[src/rtl/writeback_unit.sv]
// writeback_unit
// Write-back stage of the interpolation ASIP. It accepts one retiring
// instruction per cycle and drives the register-file write port.
// ALU results commit one cycle after accept. Loads are assembled from
// WORD_W-bit memory beats: 1 beat for a scalar load and VEC_WORDS beats
// for a vector load. Upstream is held off while a load is being collected.
//
// Ports:
//   clk, rst             clock, synchronous active-high reset
//   in_valid / in_ready  retiring-instruction handshake
//   WriteRegister        instruction writes a scalar register
//   WriteRegisterVec     instruction writes a vector register (wins over scalar)
//   SelWriteData         0 = ALU result, 1 = memory load
//   rd                   destination register index
//   alu_result           ALU / vector-unit result
//   mem_word, mem_valid  load beat from data memory
//   WRITEREGISTER_WB     scalar write strobe
//   WRITEREGISTERVEC_WB  vector write strobe
//   RD_WB, INPUTDATA     write index and write data
//   stall                inverse of in_ready, freezes the upstream pipeline
//   mem_err              sticky: a memory beat arrived with no load pending
module writeback_unit #(
  parameter int WORD_W    = 32,
  parameter int VEC_WORDS = 8,
  parameter int RD_W      = 5
) (
  input  logic                        clk,
  input  logic                        rst,
  input  logic                        in_valid,
  output logic                        in_ready,
  input  logic                        WriteRegister,
  input  logic                        WriteRegisterVec,
  input  logic                        SelWriteData,
  input  logic [RD_W-1:0]             rd,
  input  logic [WORD_W*VEC_WORDS-1:0] alu_result,
  input  logic [WORD_W-1:0]           mem_word,
  input  logic                        mem_valid,
  output logic                        WRITEREGISTER_WB,
  output logic                        WRITEREGISTERVEC_WB,
  output logic [RD_W-1:0]             RD_WB,
  output logic [WORD_W*VEC_WORDS-1:0] INPUTDATA,
  output logic                        stall,
  output logic                        mem_err
);

  localparam int DATA_W = WORD_W * VEC_WORDS;
  localparam int CNT_W  = $clog2(VEC_WORDS + 1);

  localparam logic [1:0] IDLE    = 2'd0;
  localparam logic [1:0] COLLECT = 2'd1;
  localparam logic [1:0] COMMIT  = 2'd2;

  logic [1:0]        state_r;
  logic [1:0]        state_nxt_s;
  logic [CNT_W-1:0]  cnt_r;
  logic              kind_vec_r;
  logic              kind_sc_r;
  logic [RD_W-1:0]   rd_r;
  logic [DATA_W-1:0] data_r;
  logic              mem_err_r;
  logic              ready_s;
  logic              accept_s;
  logic              writes_s;
  logic              last_beat_s;

  // A no-op (neither kind bit) is accepted but leaves the write port untouched.
  assign writes_s = WriteRegister | WriteRegisterVec;

  // Scalar loads need a single beat, so every captured beat is the last one.
  assign last_beat_s = kind_vec_r ? (cnt_r == CNT_W'(VEC_WORDS - 1)) : 1'b1;

  // Next-state and handshake decode
  always_comb begin
    state_nxt_s = state_r;
    ready_s     = 1'b1;
    accept_s    = 1'b0;
    case (state_r)
      IDLE, COMMIT: begin
        ready_s  = 1'b1;
        accept_s = in_valid;
        if (in_valid) begin
          if (!writes_s) begin
            state_nxt_s = IDLE;
          end else if (SelWriteData) begin
            state_nxt_s = COLLECT;
          end else begin
            state_nxt_s = COMMIT;
          end
        end else begin
          state_nxt_s = IDLE;
        end
      end
      COLLECT: begin
        ready_s  = 1'b0;
        accept_s = 1'b0;
        if (mem_valid && last_beat_s) begin
          state_nxt_s = COMMIT;
        end else begin
          state_nxt_s = COLLECT;
        end
      end
      default: begin
        ready_s     = 1'b1;
        accept_s    = 1'b0;
        state_nxt_s = IDLE;
      end
    endcase
  end

  // State, latched instruction, assembled data and sticky error flag
  always_ff @(posedge clk) begin
    if (rst) begin
      state_r    <= IDLE;
      cnt_r      <= {CNT_W{1'b0}};
      kind_vec_r <= 1'b0;
      kind_sc_r  <= 1'b0;
      rd_r       <= {RD_W{1'b0}};
      data_r     <= {DATA_W{1'b0}};
      mem_err_r  <= 1'b0;
    end else begin
      state_r <= state_nxt_s;
      // Beats are only legal while collecting; the accept cycle itself counts as stray.
      if (mem_valid && (state_r != COLLECT)) begin
        mem_err_r <= 1'b1;
      end
      if (accept_s && writes_s) begin
        rd_r       <= rd;
        kind_vec_r <= WriteRegisterVec;
        kind_sc_r  <= WriteRegister & ~WriteRegisterVec;
        cnt_r      <= {CNT_W{1'b0}};
        if (SelWriteData) begin
          data_r <= {DATA_W{1'b0}};
        end else if (WriteRegisterVec) begin
          data_r <= alu_result;
        end else begin
          data_r <= DATA_W'(alu_result[WORD_W-1:0]);
        end
      end else if ((state_r == COLLECT) && mem_valid) begin
        for (int i = 0; i < VEC_WORDS; i++) begin
          if (cnt_r == CNT_W'(i)) begin
            data_r[i*WORD_W +: WORD_W] <= mem_word;
          end
        end
        cnt_r <= cnt_r + CNT_W'(1);
      end
    end
  end

  assign in_ready            = ready_s;
  assign stall               = ~ready_s;
  assign WRITEREGISTER_WB    = (state_r == COMMIT) & kind_sc_r;
  assign WRITEREGISTERVEC_WB = (state_r == COMMIT) & kind_vec_r;
  assign RD_WB               = rd_r;
  assign INPUTDATA           = data_r;
  assign mem_err             = mem_err_r;

endmodule

[config.mk]
export PLATFORM = sky130hd
export DESIGN_NAME = writeback_unit
export DESIGN_NICKNAME = d
export VERILOG_FILES = /design/src/rtl/writeback_unit.sv
export SDC_FILE = /design/constraint.sdc
export NUM_CORES = 1
export LEC_CHECK = 0
export ABC_CLOCK_PERIOD_IN_PS = 1700
export BUFFER_PORTS_ARGS = -buffer_cell sky130_fd_sc_hd__clkbuf_2
export CAP_MARGIN = 10
export CORE_AREA = 2 2 218 220
export CTS_CLUSTER_DIAMETER = 120
export DETAILED_ROUTE_END_ITERATION = 10
export DIE_AREA = 0 0 220 222
export PLACE_DENSITY = 0.6
export SKIP_LAST_GASP = 1
export SLEW_MARGIN = 10
export SYNTH_ARGS = -nofsm -noshare
export SYNTH_HDL_FRONTEND = slang
export SYNTH_SLANG_ARGS = --single-unit
[constraint.sdc]
create_clock -name clk -period 1.7 [get_ports clk]
set_input_delay 0.34 -clock clk [delete_from_list [all_inputs] [get_ports clk]]
set_output_delay 0.34 -clock clk [all_outputs]
set_load 0.01 [all_outputs]
==> results of run 1 <==
## kinds of logic after synthesis
kind of cell / synth area share (%)
flops: 47.6
xor+xnor: 0.154
fa+ha+maj: 0.441
buf+inv: 6.95
simple gates: 22.0
mux: 0.0881
compound gates: 22.8
## per-layer routing
| metal | up-vias | global-route usage, % | share of wire (%) |
|---|---|---|---|
| met5 | - | 0 | 0.067 |
| met4 | 6 | 11.3 | 5.2 |
| met3 | 199 | 5.60 | 9.3 |
| met2 | 952 | 41.8 | 48 |
| met1 | 6901 | 28.6 | 38 |
| li1 | 6307 | - | - |
## final timing paths
kind                               from                     endpoint  slack [ns]  depth (start not counted)
setup / recovery  cnt_r[0]$_SDFFE_PP0P_   INPUTDATA[61]$_SDFFE_PP0P_       -0.13                         10
hold / removal          alu_result[243]  INPUTDATA[243]$_SDFFE_PP0P_        0.02                          3
setup reg to reg  cnt_r[0]$_SDFFE_PP0P_   INPUTDATA[61]$_SDFFE_PP0P_       -0.13                         10
hold reg to reg   RD_WB[0]$_SDFFE_PP0N_        RD_WB[0]$_SDFFE_PP0N_        0.46                          2
## cell type report
| class | instances | area [sq um] |
|---|---|---|
| clock inverter | 11 | 93.8 |
| fill | 4494 | 26800 |
| inverter | 3 | 11.3 |
| tap | 607 | 759 |
| sequential | 270 | 5420 |
| multi-input combinational | 886 | 6310 |
| clock buffer | 44 | 915 |
| timing repair buffer | 796 | 5910 |
## metrics by stage
stage	hold WS (ns)	TNS (ns)	util, %	cell area (sq um)
global placement	0.452	-13.54	33.9	15700
detailed placement	0.450	-21.39	33.9	15700
CTS	0.00370	-2.48	39.2	18100
floorplan	0.437	0	-	11400
finish	0.0196	-5.77	42.0	19400
global route	0.0232	-25.17	42.0	19400
## state kept, by name (all words and copies together) (netlist names)
signal and cells:
INPUTDATA 256, RD_WB 5, cnt_r 4, kind_sc_r 1, kind_vec_r 1, mem_err 1
state_r 2
## critical path, stage by stage, from the launching register on
cell and delay [ns]:
dfxtp_4 0.37, buf_6 0.10, ha_4 0.12, and4b_1 0.23, buf_4 0.13, a22oi_2 0.06, buf_4 0.14, buf_6 0.12
clkbuf_16 0.15, a221oi_4 0.20, nor3_1 0.08
## timing repair
action,4_1_cts,5_1_grt
cloned,13,20
setup buffers,36,27
setup endpoints to repair,231,251
pin swaps,56,69
endpoints found under the hold margin,24,0
gates resized for setup,104,136
hold buffers,24,0
## power groups by stage
| stage | Combinational, mW | Clock [mW] | Sequential [mW] |
|---|---|---|---|
| after floorplan | 1.55 | 0 | 7.53 |
| after global placement | 3.72 | 0 | 7.32 |
| after detailed placement | 3.77 | 0 | 7.33 |
| after CTS | 4.31 | 6.74 | 7.20 |
| after global routing | 5.19 | 7.01 | 7.26 |
| final | 4.91 | 6.67 | 7.22 |
## synthesized netlist by cell type (all sizes together)
library cell  count  area (sq um)
nand4b            4          35.0
mux2i             1          10.0
and2b             1          7.51
o21a              1          7.51
dfxtp           270          5410
ha                4          50.1
nor3b             1          7.51
nand2            46           180
nor3            230          1160
nor2b             3          21.3
o21ai            31           155
nand3             2          10.0
inv               3          11.3
nand2b            3          18.8
or3               2          12.5
a21oi             9          45.0
xnor2             2          17.5
o31ai             1          7.51
clkbuf           77           299
or2               2          12.5
and3b             2          17.5
buf              95           479
a211oi           32           240
o22ai             9          68.8
a22oi             9          82.6
a221oi          225          1970
and4b             4          40.0
nor2            261           980
a21boi            1          7.51
==> flow_summary.yaml, run 1 <==
power:
  power_density_nw_per_um2: 968
  clkPwrFrac_pct: 35.5
  finalPower_mw: 18.8
  p_switching_mw: 5.90
  power_switching_share_pct: 31.4
  vdd_drop_max_mv: 0.716
  p_seq_share_pct: 38.4
  p_int_mw: 12.9
  comb_power_share_pct: 26.1
  p_leak_nw: 8.50
critical_path:
  cp.arrival_ns: 2.28
  worstPathRequired_ns: 2.15
  setup.worst_path.start_class: "flip-flop"
  crit_type: "flip-flop to flip-flop"
  cp-end-kind: "flip-flop"
  cp_max_fo: 5
place:
  gp_congestion: 0.881
  port_buffers: 565
  placed_cells: 2450
  place_hpwl_mm: 43.4
  place_ws_ns: -0.193
finish:
  area_growth_pct: 71.0
  nets: 2291
  most-common-layout-cells: "clkbuf_2 (562), dfxtp_1 (266), nor2_1 (252)"
  final_cells: 2617
  drive_gt1_share_pct: 49.4
  final_common_cell: "clkbuf_2"
  diodes: 0
timing:
  fin_skew_ns: 0.0106
  tightest_slew_ns: 0.814
  period_share_pct: 108
  fin_crit_ns: 1.83
  hold_viol: 0
  drv_slew: 0
  finalSetupViolations: 146
  setup_ws_ns: -0.135
  slew_headroom_pct: 45.5
  fmax_mhz: 545
  rsz0062_at_grt: "yes"
clocking:
  cts-htree-levels: 1
  cts_tree: "built"
  clk_pin_slew_ns: 0.07
  clk_latency_ns: 0.58
  numCtsBuffers: 30
  clock_path_buffers: 3
  clock_sinks: 270
  root_buffer: "clkbuf_16"
status:
  violations: "negative setup slack"
  status: "finished, violations left"
drt:
  wl_per_cell_microns: 26.2
  post-route-drc-count: 0
  via_per_inst: 5.49
  finalWirelength_mm: 68.7
  dr.pass1.iters: 5
  ant_nets: 0
  drtIter0Drc: 1199
  vias: 14400
floorplan:
  core_sq_um: 46300
  fp-row-count: 79
  dieArea_sq_um: 48800
  start_util_pct: 24.5
  fp.dieW_microns: 220
  die_h_microns: 222
  io_pins: 566
global_route:
  antenna_found_initial: 5
  overflow: 0
  grt_pass1_vias: 13500
  grt_pass1_wl_mm: 88.5
  grt_max_degree: 61
  grt.total_usage_pct: 24.4
flow_run:
  maxCapViolCount: 0
logic_synthesis:
  syn-cell-area_sq_um: 11400
  ys_ff_latch: 270
  ys_warn_count: 0
  yosysSeqAreaShare_pct: 47.6
  avgSynthCellArea_sq_um: 8.53
  synthesis.nets: 1635
  synth_cell_types: 38
  synthesis.instances: 1331
worst_hold_path:
  hold_path.class: "primary input to flip-flop"
Power figures use the tool's default switching activity.
==> run 2, diff against run 1 <==
--- a/config.mk
+++ b/config.mk
@@ -5,14 +5,15 @@
 export SDC_FILE = /design/constraint.sdc
 export NUM_CORES = 1
 export LEC_CHECK = 0
-export ABC_CLOCK_PERIOD_IN_PS = 1700
+export ABC_CLOCK_PERIOD_IN_PS = 2300
 export BUFFER_PORTS_ARGS = -buffer_cell sky130_fd_sc_hd__clkbuf_2
 export CAP_MARGIN = 10
-export CORE_AREA = 2 2 218 220
+export CORE_AREA = 2 2 217 219
 export CTS_CLUSTER_DIAMETER = 120
 export DETAILED_ROUTE_END_ITERATION = 10
-export DIE_AREA = 0 0 220 222
-export PLACE_DENSITY = 0.6
+export DIE_AREA = 0 0 219 221
+export GPL_TIMING_DRIVEN = 1
+export PLACE_DENSITY = 0.58
 export SKIP_LAST_GASP = 1
 export SLEW_MARGIN = 10
 export SYNTH_ARGS = -nofsm -noshare
==> constraint.sdc (replaced) <==
create_clock -name clk -period 2.3 [get_ports clk]
set_input_delay 0.46 -clock clk [delete_from_list [all_inputs] [get_ports clk]]
set_output_delay 0.46 -clock clk [all_outputs]
set_load 0.01 [all_outputs]
==> run 2 against run 1 <==
Against the previous run: the run now ends clean; clock skew rose by 0.0042 ns; hold slack improved by 0.073 ns; register-to-register slack improved by 0.30 ns; sequential power fell by 26%; core utilization fell by 6.8 points; first-iteration DRC count fell by 4.4%; sequential share of layout area rose by 5.5 points; maximum frequency fell by 14%; cell area fell by 17%; non-clock buffer count fell by 166; power fell by 29%; setup slack improved by 0.30 ns; critical path type unchanged; critical endpoint is now INPUTDATA[175]$_SDFFE_PP0P_.
==> flow_summary.yaml, run 2 (synthesized netlist as in run 1, its figures left out) <==
critical_path:
  path_buf_inv: 2
  cp_max_fo: 42
  reg2reg_slack_ns: 0.16
  crit_type: "flip-flop to flip-flop"
  crit_path_cell_trace: "nand2b_1, nor3b_2, buf_12, buf_12, a221oi_1, nor3_1"
  setup.worst_path.start_class: "flip-flop"
  cp-end-kind: "flip-flop"
  worstPathRequired_ns: 2.80
  cp.arrival_ns: 2.63
  crit_family: "simple AND/OR/NAND/NOR gates"
  cpMostUsedCell: "buf_12"
  crit_path_top_delay_cell: "dfxtp_1"
  critPathMaxStageDelay_ns: 0.46
clocking:
  cts-htree-levels: 1
  root_buffer: "clkbuf_16"
  clk_latency_ns: 0.59
  numCtsBuffers: 31
  cts_setup_buffers: 0
  cts_resized: 0
  clock_sinks: 270
  clk_pin_slew_ns: 0.06
  cts_tree: "built"
  ctsHoldBuffers: 0
  clock_path_buffers: 3
timing:
  fmax_mhz: 467
  fin_crit_ns: 2.14
  rsz0062_at_grt: "no"
  period_share_pct: 93.0
  tightest_slew_ns: 0.905
  totalNegativeSetupSlack_ns: 0
  drv_slew: 0
  fin_skew_ns: 0.0148
  hold_viol: 0
  slew_headroom_pct: 39.5
  finalSetupViolations: 0
finish:
  area_growth_pct: 42.7
  largest_reg_flops: 256
  drive_gt1_share_pct: 37.9
  final_area_sq_um: 16200
  most-common-layout-cells: "clkbuf_2 (564), dfxtp_1 (270), nor2_1 (261)"
  nets: 2126
  final_common_cell: "clkbuf_2"
power:
  clkPwrFrac_pct: 40.1
  vdd_drop_max_mv: 0.438
  comb_power_share_pct: 20.1
  p_seq_share_pct: 39.8
  p_switching_mw: 4.00
  power_density_nw_per_um2: 825
  power_switching_share_pct: 29.9
  finalPower_mw: 13.4
  p_int_mw: 9.37
  p_leak_nw: 7.14
floorplan:
  fp.dieW_microns: 219
  fp-row-count: 79
  core_sq_um: 46100
  die_h_microns: 221
  dieArea_sq_um: 48400
  io_pins: 566
  start_util_pct: 24.7
global_route:
  grt_max_degree: 70
  grt_pass1_wl_mm: 83.4
  overflow: 0
  grt_pass1_vias: 12600
  grt.total_usage_pct: 22.9
  antenna_found_initial: 3
drt:
  post-route-drc-count: 0
  finalWirelength_mm: 58.8
  drtIter0Drc: 1146
  wl_per_cell_microns: 23.9
  vias: 13200
  dr.pass1.iters: 5
  ant_nets: 0
  via_per_inst: 5.40
place:
  placed_cell_area_sq_um: 15100
  place_hpwl_mm: 42.0
  gp_congestion: 0.847
  port_buffers: 565
flow_run:
  maxCapViolCount: 0
worst_hold_path:
  hold_path.class: "primary input to flip-flop"
status:
  status: "finished, final reports clean"
[run 2: cell count changes in the layout (fill, tap and decap cells not counted), sizes merged]
cell         previous run  this run
bufinv                  1         4
dlygate4sd3            24         0
clkbuf                623       613
clkinv                  8         1
buf                   193        66
diode                   0         1
clkinvlp                1         2
[run 2: worst register-to-register path, delay by kind of cell, from the launching register on]
family	cells	cell delay (ns)
DFF	1	0.46
buffers and inverters	2	0.57
AOI/OAI and AO/OA	1	0.20
and+or+nand+nor	3	0.84
[run 2: cell type report]
type                            count  area (sq um)
Sequential cell                   270          5410
Clock inverter                      8           151
Clock buffer                       49           943
Antenna cell                        1          2.50
Inverter                            3          11.3
Multi-Input combinational cell    886          5300
Timing Repair Buffer              630          3640
Tap cell                          607           759
Fill cell                        4864         29900
[run 2: final timing paths]
| kind | start | to | depth (start not counted) |
|---|---|---|---|
| min | rd[0] | RD_WB[0]$_SDFFE_PP0N_ | 3 |
| min reg2reg | RD_WB[2]$_SDFFE_PP0N_ | RD_WB[2]$_SDFFE_PP0N_ | 2 |
| max reg2reg | state_r[0]$_SDFF_PP0_ | INPUTDATA[175]$_SDFFE_PP0P_ | 6 |
| max | state_r[0]$_SDFF_PP0_ | INPUTDATA[175]$_SDFFE_PP0P_ | 6 |
[run 2: per-stage QoR]
step	worst slack (ns)	hold slack (ns)	util, %	std cells
detailed placement	0.193	0.447	32.8	2396
floorplan	0.666	0.481	-	1331
global placement	0.245	0.443	32.8	2396
CTS	0.172	0.0660	35.2	2453
global route	0.0973	0.0741	35.2	2454
finish	0.161	0.0921	35.2	2454
[run 2: power groups by stage]
stage          sequential [mW]  clock [mW]  combinational (mW)
2_1_floorplan             5.57           0                1.15
3_3_place_gp              5.40           0                2.65
3_5_place_dp              5.42           0                2.67
4_1_cts                   5.32        5.47                2.68
5_1_grt                   5.36        5.68                2.88
6_report                  5.32        5.37                2.68
[run 2: routing by layer]
layer | GRT usage (%) | vias up | wire (microns)
met5 | 0 | - | 16
met4 | 7.98 | 2 | 2070
met3 | 5.46 | 124 | 5830
met2 | 39.3 | 817 | 28600
met1 | 27.9 | 6347 | 22200
li1 | - | 5958 | -
==> run 3, diff against run 2 <==
--- a/config.mk
+++ b/config.mk
@@ -13,7 +13,7 @@
 export DETAILED_ROUTE_END_ITERATION = 10
 export DIE_AREA = 0 0 219 221
 export GPL_TIMING_DRIVEN = 1
-export PLACE_DENSITY = 0.58
+export PLACE_DENSITY = 0.5
 export SKIP_LAST_GASP = 1
 export SLEW_MARGIN = 10
 export SYNTH_ARGS = -nofsm -noshare
==> run 3 against run 2 <==
Against the previous run: clock skew fell by 0.0072 ns; maximum frequency is 4.6% higher; count of clock-buffer cells in the layout up 3; power decreased by 1.0%; setup slack improved by 0.094 ns; first-iteration DRC count is 0.61% lower; clock power is 2% lower; register-to-register slack improved by 0.09 ns; sequential share of layout area is 0.14 points higher; critical endpoint is now INPUTDATA[166]$_SDFFE_PP0P_.
==> flow_summary.yaml, run 3 (synthesized netlist as in run 1, its figures left out) <==
timing:
  setup_ws_ns: 0.255
  drv_slew: 0
  period_share_pct: 88.9
  totalNegativeSetupSlack_ns: 0
  fin_crit_ns: 2.04
  fin_skew_ns: 0.00753
  hold_viol: 0
  finalSetupViolations: 0
  fmax_mhz: 489
  rsz0062_at_grt: "no"
  tightest_slew_ns: 0.884
  slew_headroom_pct: 40.9
drt:
  wl_met2_mm: 28.2
  drtIter0Drc: 1139
  ant_nets: 0
  via_per_inst: 5.32
  dr.pass1.iters: 5
  top_layer_used: "met4"
  dr_wl_met3_mm: 4.99
  post-route-drc-count: 0
  wl_per_cell_microns: 23.6
  vias: 13000
  met1_length_mm: 22.5
  finalWirelength_mm: 57.6
critical_path:
  setup.worst_path.start_class: "flip-flop"
  critPathMaxStageDelay_ns: 0.62
  cp.arrival_ns: 2.45
  worstPathRequired_ns: 2.70
  crit_path_cell_trace: "nor2b_1, a22oi_2, buf_12, a221oi_1, nor3_1"
  cp-end-kind: "flip-flop"
  cp_max_fo: 31
  crit_type: "flip-flop to flip-flop"
  crit_path_top_delay_cell: "nor2b_1"
flow_run:
  maxCapViolCount: 0
place:
  gp_congestion: 0.850
  place_hpwl_mm: 41.5
  place_ws_ns: 0.211
  port_buffers: 565
  placed_cells: 2387
floorplan:
  core_sq_um: 46100
  start_util_pct: 24.7
  fp.dieW_microns: 219
  io_pins: 566
  fp-row-count: 79
  die_h_microns: 221
  dieArea_sq_um: 48400
finish:
  nets: 2120
  most-common-layout-cells: "clkbuf_2 (564), dfxtp_1 (270), nor2_1 (261)"
  area_growth_pct: 42.1
  fill_cells: 4875
  largest_reg_flops: 256
  drive_gt1_share_pct: 37.4
  final_common_cell: "clkbuf_2"
  final_cells: 2445
  multiInputGateArea_sq_um: 5300
  register_area_sq_um: 5410
clocking:
  cts_resized: 0
  clock_sinks: 270
  root_buffer: "clkbuf_16"
  cts_setup_buffers: 0
  clk_latency_ns: 0.53
  clk_pin_slew_ns: 0.06
  cts_tree: "built"
  numCtsBuffers: 34
  ctsHoldBuffers: 0
  clock_path_buffers: 3
  cts-htree-levels: 2
global_route:
  grt_max_degree: 109
  antenna_found_initial: 1
  grt_pass1_wl_mm: 83.6
  overflow: 0
  grt.total_usage_pct: 23.0
  grt_pass1_vias: 12400
power:
  vdd_drop_max_mv: 0.449
  power_density_nw_per_um2: 820
  p_leak_nw: 7.10
worst_hold_path:
  hold_path.class: "primary input to flip-flop"
status:
  status: "finished, final reports clean"
run 3: layout make-up:
cell class                 instances  share of cell area (%)
sequential                       270                    33.5
antenna                            2                  0.0310
multi-input combinational        886                    32.8
tap                              607                    4.71
clock buffer                      52                    6.40
clock inverter                     4                   0.295
timing repair buffer             621                    22.2
inverter                           3                  0.0698
run 3: worst max-delay path: cells and delay by family (launching register included):
| kind | cells | cell delay [ns] |
|---|---|---|
| buffers and inverters | 1 | 0.23 |
| AND/OR/NAND/NOR | 2 | 0.71 |
| flip-flops | 1 | 0.45 |
| AO/OA/AOI/OAI | 2 | 0.51 |
run 3: report_power, final:
part	total (mW)	internal (mW)	switching, mW
sequential	5.32	5.09	0.234
clock	5.28	3.19	2.10
combinational	2.64	1.04	1.60
total	13.2	9.31	3.93
run 3: worst paths after layout:
path	slack [ns]	cells past startpoint	to	from
worst min register to register	0.46	2	RD_WB[1]$_SDFFE_PP0N_	RD_WB[1]$_SDFFE_PP0N_
worst min-delay path	0.15	3	RD_WB[1]$_SDFFE_PP0N_	rd[1]
worst max register to register	0.26	5	INPUTDATA[166]$_SDFFE_PP0P_	cnt_r[2]$_SDFFE_PP0P_
worst max-delay path	0.26	5	INPUTDATA[166]$_SDFFE_PP0P_	cnt_r[2]$_SDFFE_PP0P_
run 3: layer usage:
layer | GRT usage (%) | up-vias
met3 | 5.51 | 101
met2 | 39.0 | 710
met1 | 28.0 | 6254
li1 | - | 5933
met4 | 9.05 | 0
met5 | 0 | -
run 3: per-stage QoR:
step	utilization [%]	total power [mW]	cell area, sq um	hold WS, ns
floorplan	-	6.71	11400	0.481
detailed placement	32.7	8.05	15100	0.446
global placement	32.7	8.03	15100	0.442
CTS	35.0	13.4	16100	0.118
global route	35.0	13.9	16100	0.136
finish	35.0	13.2	16100	0.152
